File: src/rtl/mem_stage_ctrl_pkg.sv
// Shared types and defaults for the MEM-stage controller: FSM encoding,
// the MEM/WB field bundle and the bubble helper.
package mem_ctrl_pkg;

  typedef enum logic [1:0] {
    ST_IDLE   = 2'd0,
    ST_ACCESS = 2'd1,
    ST_FAULT  = 2'd2
  } state_t;

  localparam logic [31:0] BUBBLE_PC_DEF = 32'hFFFF_FFFF;
  localparam int unsigned TIMEOUT_DEF   = 16;

  typedef struct packed {
    logic        valid;
    logic        reg_write;
    logic [31:0] data;
    logic [3:0]  dest;
    logic [31:0] pc;
  } mem_wb_t;

  // A bubble keeps data/dest from the previous contents so they do not toggle.
  function automatic mem_wb_t bubble_of(input mem_wb_t prev, input logic [31:0] bubble_pc);
    mem_wb_t b;
    b           = prev;
    b.valid     = 1'b0;
    b.reg_write = 1'b0;
    b.pc        = bubble_pc;
    return b;
  endfunction

endpackage

File: src/rtl/mem_stage_ctrl_if.sv
// Data-memory request/ready bus between the MEM-stage controller and memory.
interface mem_stage_ctrl_if;
  logic        dmem_req;
  logic        dmem_we;
  logic [31:0] dmem_addr;
  logic [31:0] dmem_wdata;
  logic        dmem_ready;
  logic        dmem_err;
  logic [31:0] dmem_rdata;

  modport master (
    output dmem_req, dmem_we, dmem_addr, dmem_wdata,
    input  dmem_ready, dmem_err, dmem_rdata
  );

  modport slave (
    input  dmem_req, dmem_we, dmem_addr, dmem_wdata,
    output dmem_ready, dmem_err, dmem_rdata
  );
endinterface

File: src/rtl/mem_stage_ctrl_access_timer.sv
// Counts ACCESS cycles; expired flags the last cycle allowed before a timeout.
module access_timer
  import mem_ctrl_pkg::*;
#(
  parameter int unsigned TIMEOUT = TIMEOUT_DEF
) (
  input  logic clk,
  input  logic reset_n,
  input  logic clr,
  input  logic inc,
  output logic expired
);

  localparam logic [7:0] LIMIT = 8'(TIMEOUT - 1);

  logic [7:0] count_r;

  // Clear on issue, count up while the access is outstanding.
  always_ff @(posedge clk or negedge reset_n) begin
    if (!reset_n) begin
      count_r <= 8'd0;
    end else if (clr) begin
      count_r <= 8'd0;
    end else if (inc) begin
      count_r <= count_r + 8'd1;
    end else begin
      count_r <= count_r;
    end
  end

  assign expired = (count_r == LIMIT);

endmodule

File: src/rtl/mem_stage_ctrl.sv
// MEM-stage controller: issues data-memory accesses, stalls upstream while they
// are outstanding, drives the MEM/WB register and latches sticky faults.
module mem_stage_ctrl
  import mem_ctrl_pkg::*;
#(
  parameter int unsigned TIMEOUT   = TIMEOUT_DEF,
  parameter logic [31:0] BUBBLE_PC = BUBBLE_PC_DEF
) (
  input  logic                    clk,
  input  logic                    reset_n,
  input  logic                    mem_read,
  input  logic                    mem_write,
  input  logic                    reg_write,
  input  logic                    wb_sel,
  input  logic [31:0]             alu_result,
  input  logic [31:0]             store_data,
  input  logic [3:0]              dest_reg,
  input  logic [31:0]             pc,
  mem_stage_ctrl_if.master        dmem,
  output logic                    stall,
  output logic                    wb_valid,
  output logic                    wb_reg_write,
  output logic [31:0]             wb_data,
  output logic [3:0]              wb_dest,
  output logic [31:0]             wb_pc,
  output logic                    fault,
  output logic [31:0]             fault_pc
);

  state_t      state_r, next_state_s;
  logic        req_r, we_r;
  logic [31:0] addr_r, wdata_r;
  logic [3:0]  lat_dest_r;
  logic        lat_reg_write_r, lat_wb_sel_r;
  logic [31:0] lat_pc_r;
  mem_wb_t     wb_r, wb_next_s;
  logic        fault_r;
  logic [31:0] fault_pc_r;

  logic slot_valid_s, mem_op_s, done_ok_s, done_err_s, expired_s;
  logic issue_s, finish_s, set_fault_s, timer_clr_s, timer_inc_s, stall_s;

  assign slot_valid_s = (pc != BUBBLE_PC);
  assign mem_op_s     = slot_valid_s & (mem_read | mem_write);
  assign done_ok_s    = dmem.dmem_ready & ~dmem.dmem_err;
  assign done_err_s   = dmem.dmem_ready & dmem.dmem_err;

  access_timer #(.TIMEOUT(TIMEOUT)) u_timer (
    .clk     (clk),
    .reset_n (reset_n),
    .clr     (timer_clr_s),
    .inc     (timer_inc_s),
    .expired (expired_s)
  );

  // State register.
  always_ff @(posedge clk or negedge reset_n) begin
    if (!reset_n) begin
      state_r <= ST_IDLE;
    end else begin
      state_r <= next_state_s;
    end
  end

  // Next state, stall and the value headed into MEM/WB.
  always_comb begin
    next_state_s = state_r;
    wb_next_s    = bubble_of(wb_r, BUBBLE_PC);
    stall_s      = 1'b0;
    issue_s      = 1'b0;
    finish_s     = 1'b0;
    set_fault_s  = 1'b0;
    timer_clr_s  = 1'b0;
    timer_inc_s  = 1'b0;
    case (state_r)
      ST_IDLE: begin
        if (mem_op_s) begin
          issue_s      = 1'b1;
          timer_clr_s  = 1'b1;
          stall_s      = 1'b1;
          next_state_s = ST_ACCESS;
        end else if (slot_valid_s) begin
          wb_next_s.valid     = 1'b1;
          wb_next_s.reg_write = reg_write;
          wb_next_s.data      = alu_result;
          wb_next_s.dest      = dest_reg;
          wb_next_s.pc        = pc;
        end else begin
          wb_next_s = bubble_of(wb_r, BUBBLE_PC);
        end
      end
      ST_ACCESS: begin
        timer_inc_s = 1'b1;
        if (done_ok_s) begin
          finish_s            = 1'b1;
          next_state_s        = ST_IDLE;
          wb_next_s.valid     = 1'b1;
          wb_next_s.reg_write = lat_reg_write_r & ~we_r;
          wb_next_s.data      = lat_wb_sel_r ? dmem.dmem_rdata : addr_r;
          wb_next_s.dest      = lat_dest_r;
          wb_next_s.pc        = lat_pc_r;
        end else if (done_err_s | expired_s) begin
          set_fault_s  = 1'b1;
          stall_s      = 1'b1;
          next_state_s = ST_FAULT;
        end else begin
          stall_s = 1'b1;
        end
      end
      ST_FAULT: begin
        stall_s = 1'b1;
      end
      default: begin
        next_state_s = ST_IDLE;
      end
    endcase
  end

  // Bus request and the instruction fields captured at issue.
  always_ff @(posedge clk or negedge reset_n) begin
    if (!reset_n) begin
      req_r           <= 1'b0;
      we_r            <= 1'b0;
      addr_r          <= 32'd0;
      wdata_r         <= 32'd0;
      lat_dest_r      <= 4'd0;
      lat_reg_write_r <= 1'b0;
      lat_wb_sel_r    <= 1'b0;
      lat_pc_r        <= 32'd0;
    end else if (issue_s) begin
      req_r           <= 1'b1;
      we_r            <= mem_write & ~mem_read;
      addr_r          <= alu_result;
      wdata_r         <= store_data;
      lat_dest_r      <= dest_reg;
      lat_reg_write_r <= reg_write;
      lat_wb_sel_r    <= wb_sel;
      lat_pc_r        <= pc;
    end else if (finish_s | set_fault_s) begin
      req_r <= 1'b0;
    end else begin
      req_r <= req_r;
    end
  end

  // MEM/WB register.
  always_ff @(posedge clk or negedge reset_n) begin
    if (!reset_n) begin
      wb_r <= '{valid: 1'b0, reg_write: 1'b0, data: 32'd0, dest: 4'd0, pc: BUBBLE_PC};
    end else begin
      wb_r <= wb_next_s;
    end
  end

  // Sticky fault record; only reset clears it.
  always_ff @(posedge clk or negedge reset_n) begin
    if (!reset_n) begin
      fault_r    <= 1'b0;
      fault_pc_r <= 32'd0;
    end else if (set_fault_s) begin
      fault_r    <= 1'b1;
      fault_pc_r <= lat_pc_r;
    end else begin
      fault_r    <= fault_r;
      fault_pc_r <= fault_pc_r;
    end
  end

  assign dmem.dmem_req   = req_r;
  assign dmem.dmem_we    = we_r;
  assign dmem.dmem_addr  = addr_r;
  assign dmem.dmem_wdata = wdata_r;

  assign stall        = reset_n & stall_s;
  assign wb_valid     = wb_r.valid;
  assign wb_reg_write = wb_r.reg_write;
  assign wb_data      = wb_r.data;
  assign wb_dest      = wb_r.dest;
  assign wb_pc        = wb_r.pc;
  assign fault        = fault_r;
  assign fault_pc     = fault_pc_r;

endmodule

File: src/flat_wrapper.sv
// flat-port wrapper written by rule: the top's interface ports become plain ports
module mem_stage_ctrl_flat import mem_ctrl_pkg::*;
#(
  parameter int unsigned TIMEOUT   = TIMEOUT_DEF,
  parameter logic [31:0] BUBBLE_PC = BUBBLE_PC_DEF
)
  (clk, reset_n, mem_read, mem_write, reg_write, wb_sel, alu_result, store_data, dest_reg, pc, stall, wb_valid, wb_reg_write, wb_data, wb_dest, wb_pc, fault, fault_pc, dmem_dmem_req, dmem_dmem_we, dmem_dmem_addr, dmem_dmem_wdata, dmem_dmem_ready, dmem_dmem_err, dmem_dmem_rdata);
  mem_stage_ctrl_if dmem_i ();
  input  logic clk;
  input  logic reset_n;
  input  logic mem_read;
  input  logic mem_write;
  input  logic reg_write;
  input  logic wb_sel;
  input  logic [31:0] alu_result;
  input  logic [31:0] store_data;
  input  logic [3:0] dest_reg;
  input  logic [31:0] pc;
  output logic stall;
  output logic wb_valid;
  output logic wb_reg_write;
  output logic [31:0] wb_data;
  output logic [3:0] wb_dest;
  output logic [31:0] wb_pc;
  output logic fault;
  output logic [31:0] fault_pc;
  output wire logic [$bits(dmem_i.dmem_req)-1:0] dmem_dmem_req;
  output wire logic [$bits(dmem_i.dmem_we)-1:0] dmem_dmem_we;
  output wire logic [$bits(dmem_i.dmem_addr)-1:0] dmem_dmem_addr;
  output wire logic [$bits(dmem_i.dmem_wdata)-1:0] dmem_dmem_wdata;
  input wire logic [$bits(dmem_i.dmem_ready)-1:0] dmem_dmem_ready;
  input wire logic [$bits(dmem_i.dmem_err)-1:0] dmem_dmem_err;
  input wire logic [$bits(dmem_i.dmem_rdata)-1:0] dmem_dmem_rdata;
  assign dmem_dmem_req = dmem_i.dmem_req;
  assign dmem_dmem_we = dmem_i.dmem_we;
  assign dmem_dmem_addr = dmem_i.dmem_addr;
  assign dmem_dmem_wdata = dmem_i.dmem_wdata;
  assign dmem_i.dmem_ready = dmem_dmem_ready;
  assign dmem_i.dmem_err = dmem_dmem_err;
  assign dmem_i.dmem_rdata = dmem_dmem_rdata;
  mem_stage_ctrl #(.TIMEOUT(TIMEOUT), .BUBBLE_PC(BUBBLE_PC)) u_core (.clk(clk), .reset_n(reset_n), .mem_read(mem_read), .mem_write(mem_write), .reg_write(reg_write), .wb_sel(wb_sel), .alu_result(alu_result), .store_data(store_data), .dest_reg(dest_reg), .pc(pc), .dmem(dmem_i), .stall(stall), .wb_valid(wb_valid), .wb_reg_write(wb_reg_write), .wb_data(wb_data), .wb_dest(wb_dest), .wb_pc(wb_pc), .fault(fault), .fault_pc(fault_pc));
endmodule
File: config.mk
export PLATFORM = sky130hd
export DESIGN_NAME = mem_stage_ctrl_flat
export DESIGN_NICKNAME = d
export VERILOG_FILES = /design/src/rtl/mem_stage_ctrl_pkg.sv /design/src/rtl/mem_stage_ctrl_if.sv /design/src/rtl/mem_stage_ctrl_access_timer.sv /design/src/rtl/mem_stage_ctrl.sv /design/src/flat_wrapper.sv
export SDC_FILE = /design/constraint.sdc
export NUM_CORES = 1
export LEC_CHECK = 0
export BUFFER_PORTS_ARGS = -buffer_cell sky130_fd_sc_hd__buf_2
export CAP_MARGIN = 0
export CORE_ASPECT_RATIO = 0.8
export CORE_MARGIN = 4
export CORE_UTILIZATION = 52
export CTS_BUF_LIST = sky130_fd_sc_hd__clkbuf_2 sky130_fd_sc_hd__clkbuf_4 sky130_fd_sc_hd__clkbuf_8
export CTS_CLUSTER_DIAMETER = 40
export DETAILED_ROUTE_END_ITERATION = 12
export PLACE_DENSITY = 0.9
export RECOVER_POWER = 25
export SKIP_LAST_GASP = 1
export SLEW_MARGIN = 40
export SYNTH_ARGS = -nofsm -noshare
export SYNTH_HDL_FRONTEND = slang
export SYNTH_SLANG_ARGS = --single-unit
File: constraint.sdc
create_clock -name clk -period 2.47 [get_ports clk]
set_input_delay 0.494 -clock clk [delete_from_list [all_inputs] [get_ports clk]]
set_output_delay 0.494 -clock clk [all_outputs]
set_load 0.01 [all_outputs]
# --- After elaboration in Yosys (flattened, before gate mapping) ---
# Cells that the tools add are included.
# Widths: inputs -> output; s select.
word_totals:
  register_bits: 217
  out_inout_bits: 170
  input_bits: 140
  word_cells: 69
classes:
  bitwise_logic: 13
  n_reduce_logical: 6
  addsub: 1
  eq_ne: 9
  n_mux: 23
op_table:
  columns: ["operator", "n"]
  rows:
  - ["$mux 70", 3]
  - ["$pmux 70 s2", 1]
  - ["$mux 32", 1]
  - ["$ne 32x32->1 const B", 1]
  - ["$mux 8", 2]
  - ["$mux 1", 11]
  - ["$add 8x1->8 const B", 1]
  - ["$eq 8x4->1 const B", 1]
  - ["$and 1x1->1", 6]
  - ["$mux 2", 3]
  - ["$ne 2x1->1 const B", 3]
  - ["$pmux 2 s3", 1]
  - ["$reduce_bool 2->1", 3]
  - ["$not 1->1", 4]
  - ["$reduce_and 4->1", 1]
  - ["$ne 3x1->1 const B", 1]
  - ["$or 1x1->1", 3]
  - ["$pmux 1 s3", 1]
  - ["$reduce_and 3->1", 1]
  - ["$eq 2x1->1 const B", 1]
  - ["$eq 2x2->1 const B", 1]
  - ["$logic_not 2->1", 1]
  - ["$ne 2x2->1 const B", 1]

# --- Depth between registers and ports, before layout ---
depth:
  ltp_word: 8
  ltp_mapped: 7
  ltp_nobuf: 5

# --- Hierarchy ---
# A second synthesis with hierarchy kept.
unflattened:
  hier_cells: 682
  area_unflattened_um2: 9126.3
by_module_without_submodules:
  columns: ["module", "n_inst", "cells_each", "area_per_inst_um2", "seq_area_each_um2"]
  rows:
  - ["mem_stage_ctrl", 1, 643, 8732.1, 5270.1]
  - ["access_timer", 1, 39, 394.1, 200.2]

# --- Worst setup path after synthesis ---
# No wires, ideal clock.
synth_timing:
  path_type: "input to output"
  startpoint: "in pc[23]"
  endpoint: "out stall"
  path_buffers: 2
  t_required_ns: 1.976
  cell_stages: 6
  path_slack_ns: 0.239
  arrival_ns: 1.737
  cell_sequence: "nand4_1 or4_1 buf_2 clkbuf_1 o221ai_1 a21boi_0"
synth_between:
  elab_chain_cells: 5
synth_lines:
  columns: ["item", "line", "source"]
  rows:
  - ["from (decl)", "flat_wrapper.sv:18", "input logic [31:0] pc;"]
  - ["$ne 32x32->1", "mem_stage_ctrl.sv:43", "assign slot_valid_s = (pc != BUBBLE_PC);"]
  - ["$and 1x1->1", "mem_stage_ctrl.sv:44", "assign mem_op_s = slot_valid_s & (mem_read | mem_write);"]
  - ["$mux 1", "mem_stage_ctrl.sv:77", "if (mem_op_s) begin"]
  - ["$pmux 1 s3", "mem_stage_ctrl.sv:75", "case (state_r)"]
  - ["$and 1x1->1", "mem_stage_ctrl.sv:174", "assign stall = reset_n & stall_s;"]
  - ["to (decl)", "flat_wrapper.sv:19", "output logic stall;"]
# No other way between the ends.

# --- Worst setup path after layout ---
layout_timing:
  startpoint: "in pc[22]"
  endpoint: "out stall"
# Same word-level chain as after synthesis.

==> summary.md <==
| Metric | Value |
|---|---|
| Status | `finished, violations left` |
| Failing checks | `capacitance limit, slew limit` |
| 1st-iter DRT viols | `340` |
| First drt pass iteration count | `6` |
| Req. time, crit path | `1.98 ns` |
| CTS tree | `done` |
| Clock Skew | `between 0.015 and 0.02 ns` |
| Flops & latches, synth | `217` |
| Post-DP HPWL | `18160 um` |
| Fraction of layout cells with a size suffix above 1 | `0.5934` |
| Avg Synthesized Cell Area | `13.49 um2` |
| Synth area leaders | `dfrtp_1, mux2_2, dfstp_2` |
| Number of H-tree levels | `2` |
| Number of fill cells in the layout | `1225` |
| Synth area leader | `dfrtp_1` |
| Num Clock Sinks | `217` |
| Max_slew headroom | `-0.1495` |
| IO buf count | `309` |
| P&R area growth vs syn | `30.14%` |
| DIE AREA | `0.02011 mm2` |
| Setup TNS Final | `0 ns` |
| Die Wd | `157.6 um` |
| Most frequent cells in the layout | `buf_2, dfrtp_1, mux2_2, nand2_1, o211ai_1` |
| CP Capture Type | `output port` |
| Finished Core Util | `0.6948` |
| Wire length per cell | `20.35 um` |
| Total Nets Final | `1173` |
| Root Buffer | `clkbuf_8` |
| Yosys warnings | `0` |
| Vias | `~7300` |
| # DRC | `0` |
| Placed Area | `0.01139 mm2` |
| Total GRT Usage | `0.2555` |
| VDD IR max | `between 0.0007 and 0.0008 V` |
| Crit-path max FO | `5` |
| Ys flop type | `dfrtp_1` |
| # hold bufs at CTS | `0` |
| Synth unique cells | `41` |
| Fin area | `0.01211 mm2` |
| HP Class | `in2reg` |
| Syn Nets | `831` |
| Worst R2R Setup Slack | `0.37 ns` |
| Post-route ant nets | `0` |
| Vias per inst | `around 5.7` |
| Peak Freq | `0.4145 GHz` |
| Vias in the first global route | `7916` |
| Postcts setup bufs | `0` |
| Num CTS Buffers | `36` |
| Gp weighted congestion | `slightly above 0.8` |
| Largest net degree at the start of global routing | `110` |
| Worst-Skew Late Latency | `between 0.5 and 0.6 ns` |
| Cells after Synth | `690` |
| Initial antenna violation count | `2` |
| Routed WL | `26090 um` |
| Power Density | `1317 mW/mm2` |
| Worst Max-Slew Pin Slew | `between 1.5 and 2 ns` |
| First-pass GRT wire length | `40900 um` |
| Hold Fails Final Rpt | `0` |
| Cell row count | `43` |
| Setup WS post-layout | `0.05739 ns` |
| Die height | `between 100 and 150 um` |
| Flip-flop and latch area | `between 0.005 and 0.006 mm2` |
| Starting Density | `0.5339` |
| Clock Path Buffers | `3` |
| RSZ-0062 raised after global routing | `false` |
| Arrival time worst endpoint | `1.92 ns` |
| Clk pin slew, worst setup/hold paths | `0.06 ns` |
| Setup-failing EPs final | `0` |
| Power, Total | `0.01595 W` |
| CP startpoint kind | `input port` |
| Core Region | `about 0.017 mm2` |
| Multi-input gate area | `0.003603 mm2` |
| Mapped Area | `between 0.009 and 0.01 mm2` |
| Max cap viols | `1` |
| Leakage | `5.584 nW` |
| Fin crit period | `~2.4 ns` |
| Commonest non-fill, non-tap cell in the layout | `buf_2` |
| Total grt overflow | `0` |
| Pre-CTS WS | `-0.2264 ns` |
| Synth top area share | `0.4974` |
| Boundary pin count | `310` |
| Sequential-to-total area share from yosys stat | `0.5878` |
| Slew Limit Fails | `72` |
| Ys async rst share | `1.000` |
| Post-synth EDFFs | `0` |
| CP Class | `in2out` |
| Fin crit share | `0.9768` |
## cell usage after synthesis, types with 2 or more instances
cell,instances
buf_1,2
buf_4,5
mux2_4,33
nand4_1,9
nand3_1,5
or4_1,5
o211ai_1,77
inv_1,5
nor4_1,2
dfrtp_1,185
o31ai_1,2
clkbuf_1,31
mux2_2,133
dfstp_2,32
a31o_2,2
buf_6,5
o22a_1,32
nand2b_1,4
o21ai_0,4
nand2_1,83
nor2_1,2
buf_2,10
a21oi_1,3
and3_1,2
## state kept, by name (all words and copies together) (netlist names), 8 cells and up
name / count
u_core.wb_data: 32
u_core.dmem.dmem_wdata: 32
u_core.u_timer.count_r: 8
u_core.lat_pc_r: 32
u_core.fault_pc: 32
u_core.wb_pc: 32
u_core.dmem.dmem_addr: 32
## path summary, 6_finish.rpt
kind / start / end / cells past startpoint
min in group asynchronous: reset_n / u_core.wb_dest[0]$_DFFE_PN0P_ / 2
setup reg to reg: u_core.u_timer.count_r[4]$_DFFE_PN0P_ / u_core.fault_pc[25]$_DFFE_PN0P_ / 5
setup / recovery: pc[22] / stall / 6
hold / removal: store_data[27] / u_core.dmem.dmem_wdata[27]$_DFFE_PN0N_ / 2
hold reg to reg: u_core.dmem.dmem_wdata[6]$_DFFE_PN0N_ / u_core.dmem.dmem_wdata[6]$_DFFE_PN0N_ / 1
max in group asynchronous: reset_n / u_core.dmem.dmem_addr[30]$_DFFE_PN0N_ / 3
## routing by layer
metal,vias up,part of all wire,global-route usage
met5,-,0,0
li1,3233,-,-
met2,348,0.48,0.4177
met4,0,0.031,0.09408
met1,3660,0.40,0.3261
met3,66,0.094,0.07425
## cell families (layout without fill, tap and decap cells)
kind of cell / Yosys count / after routing / synth area share
flops: 217 / 217 / 0.5878
mux: 166 / 166 / 0.2142
compound gates: 132 / 132 / 0.1109
simple gates: 116 / 116 / 0.05499
buf+inv: 58 / 423 / 0.03079
fa+ha+maj: 1 / 1 / 0.001344
other cells: 0 / 2 / 0
## what timing repair did
item                                    CTS  global route
endpoints found under the setup margin    1             1
resized for setup                         3             1
hold endpoints to repair                  0             0
## critical path, stage by stage
cell      delay (ns)
buf_2           0.10
nand4_1         0.16
or4_4           0.64
o221ai_1        0.24
a21boi_2        0.11
buf_2           0.16
## area by class of cell
cell class                 count  share of cell area
antenna                        2           0.0004132
clock buffer                  56             0.05692
clock inverter                 5            0.004545
inverter                       5            0.001550
multi-input combinational    415              0.2975
sequential                   217              0.4517
tap                          225             0.02324
timing repair buffer         357              0.1642
## stage by stage
stage | hold slack, ns | std cells
finish | 0.2181 | 1282
global route | 0.1766 | 1282
CTS | 0.03435 | 1280
detailed placement | 0.4856 | 1219
global placement | 0.4572 | 1218
floorplan | 0.1984 | 690
## power by group
| part | internal, W | switching, W | total, W |
|---|---|---|---|
| Sequential | 0.00526 | 0.00101 | 0.00627 |
| Combinational | 0.00336 | 0.00307 | 0.00643 |
| Clock | 0.00187 | 0.00137 | 0.00325 |
Power figures use the tool's default switching activity.
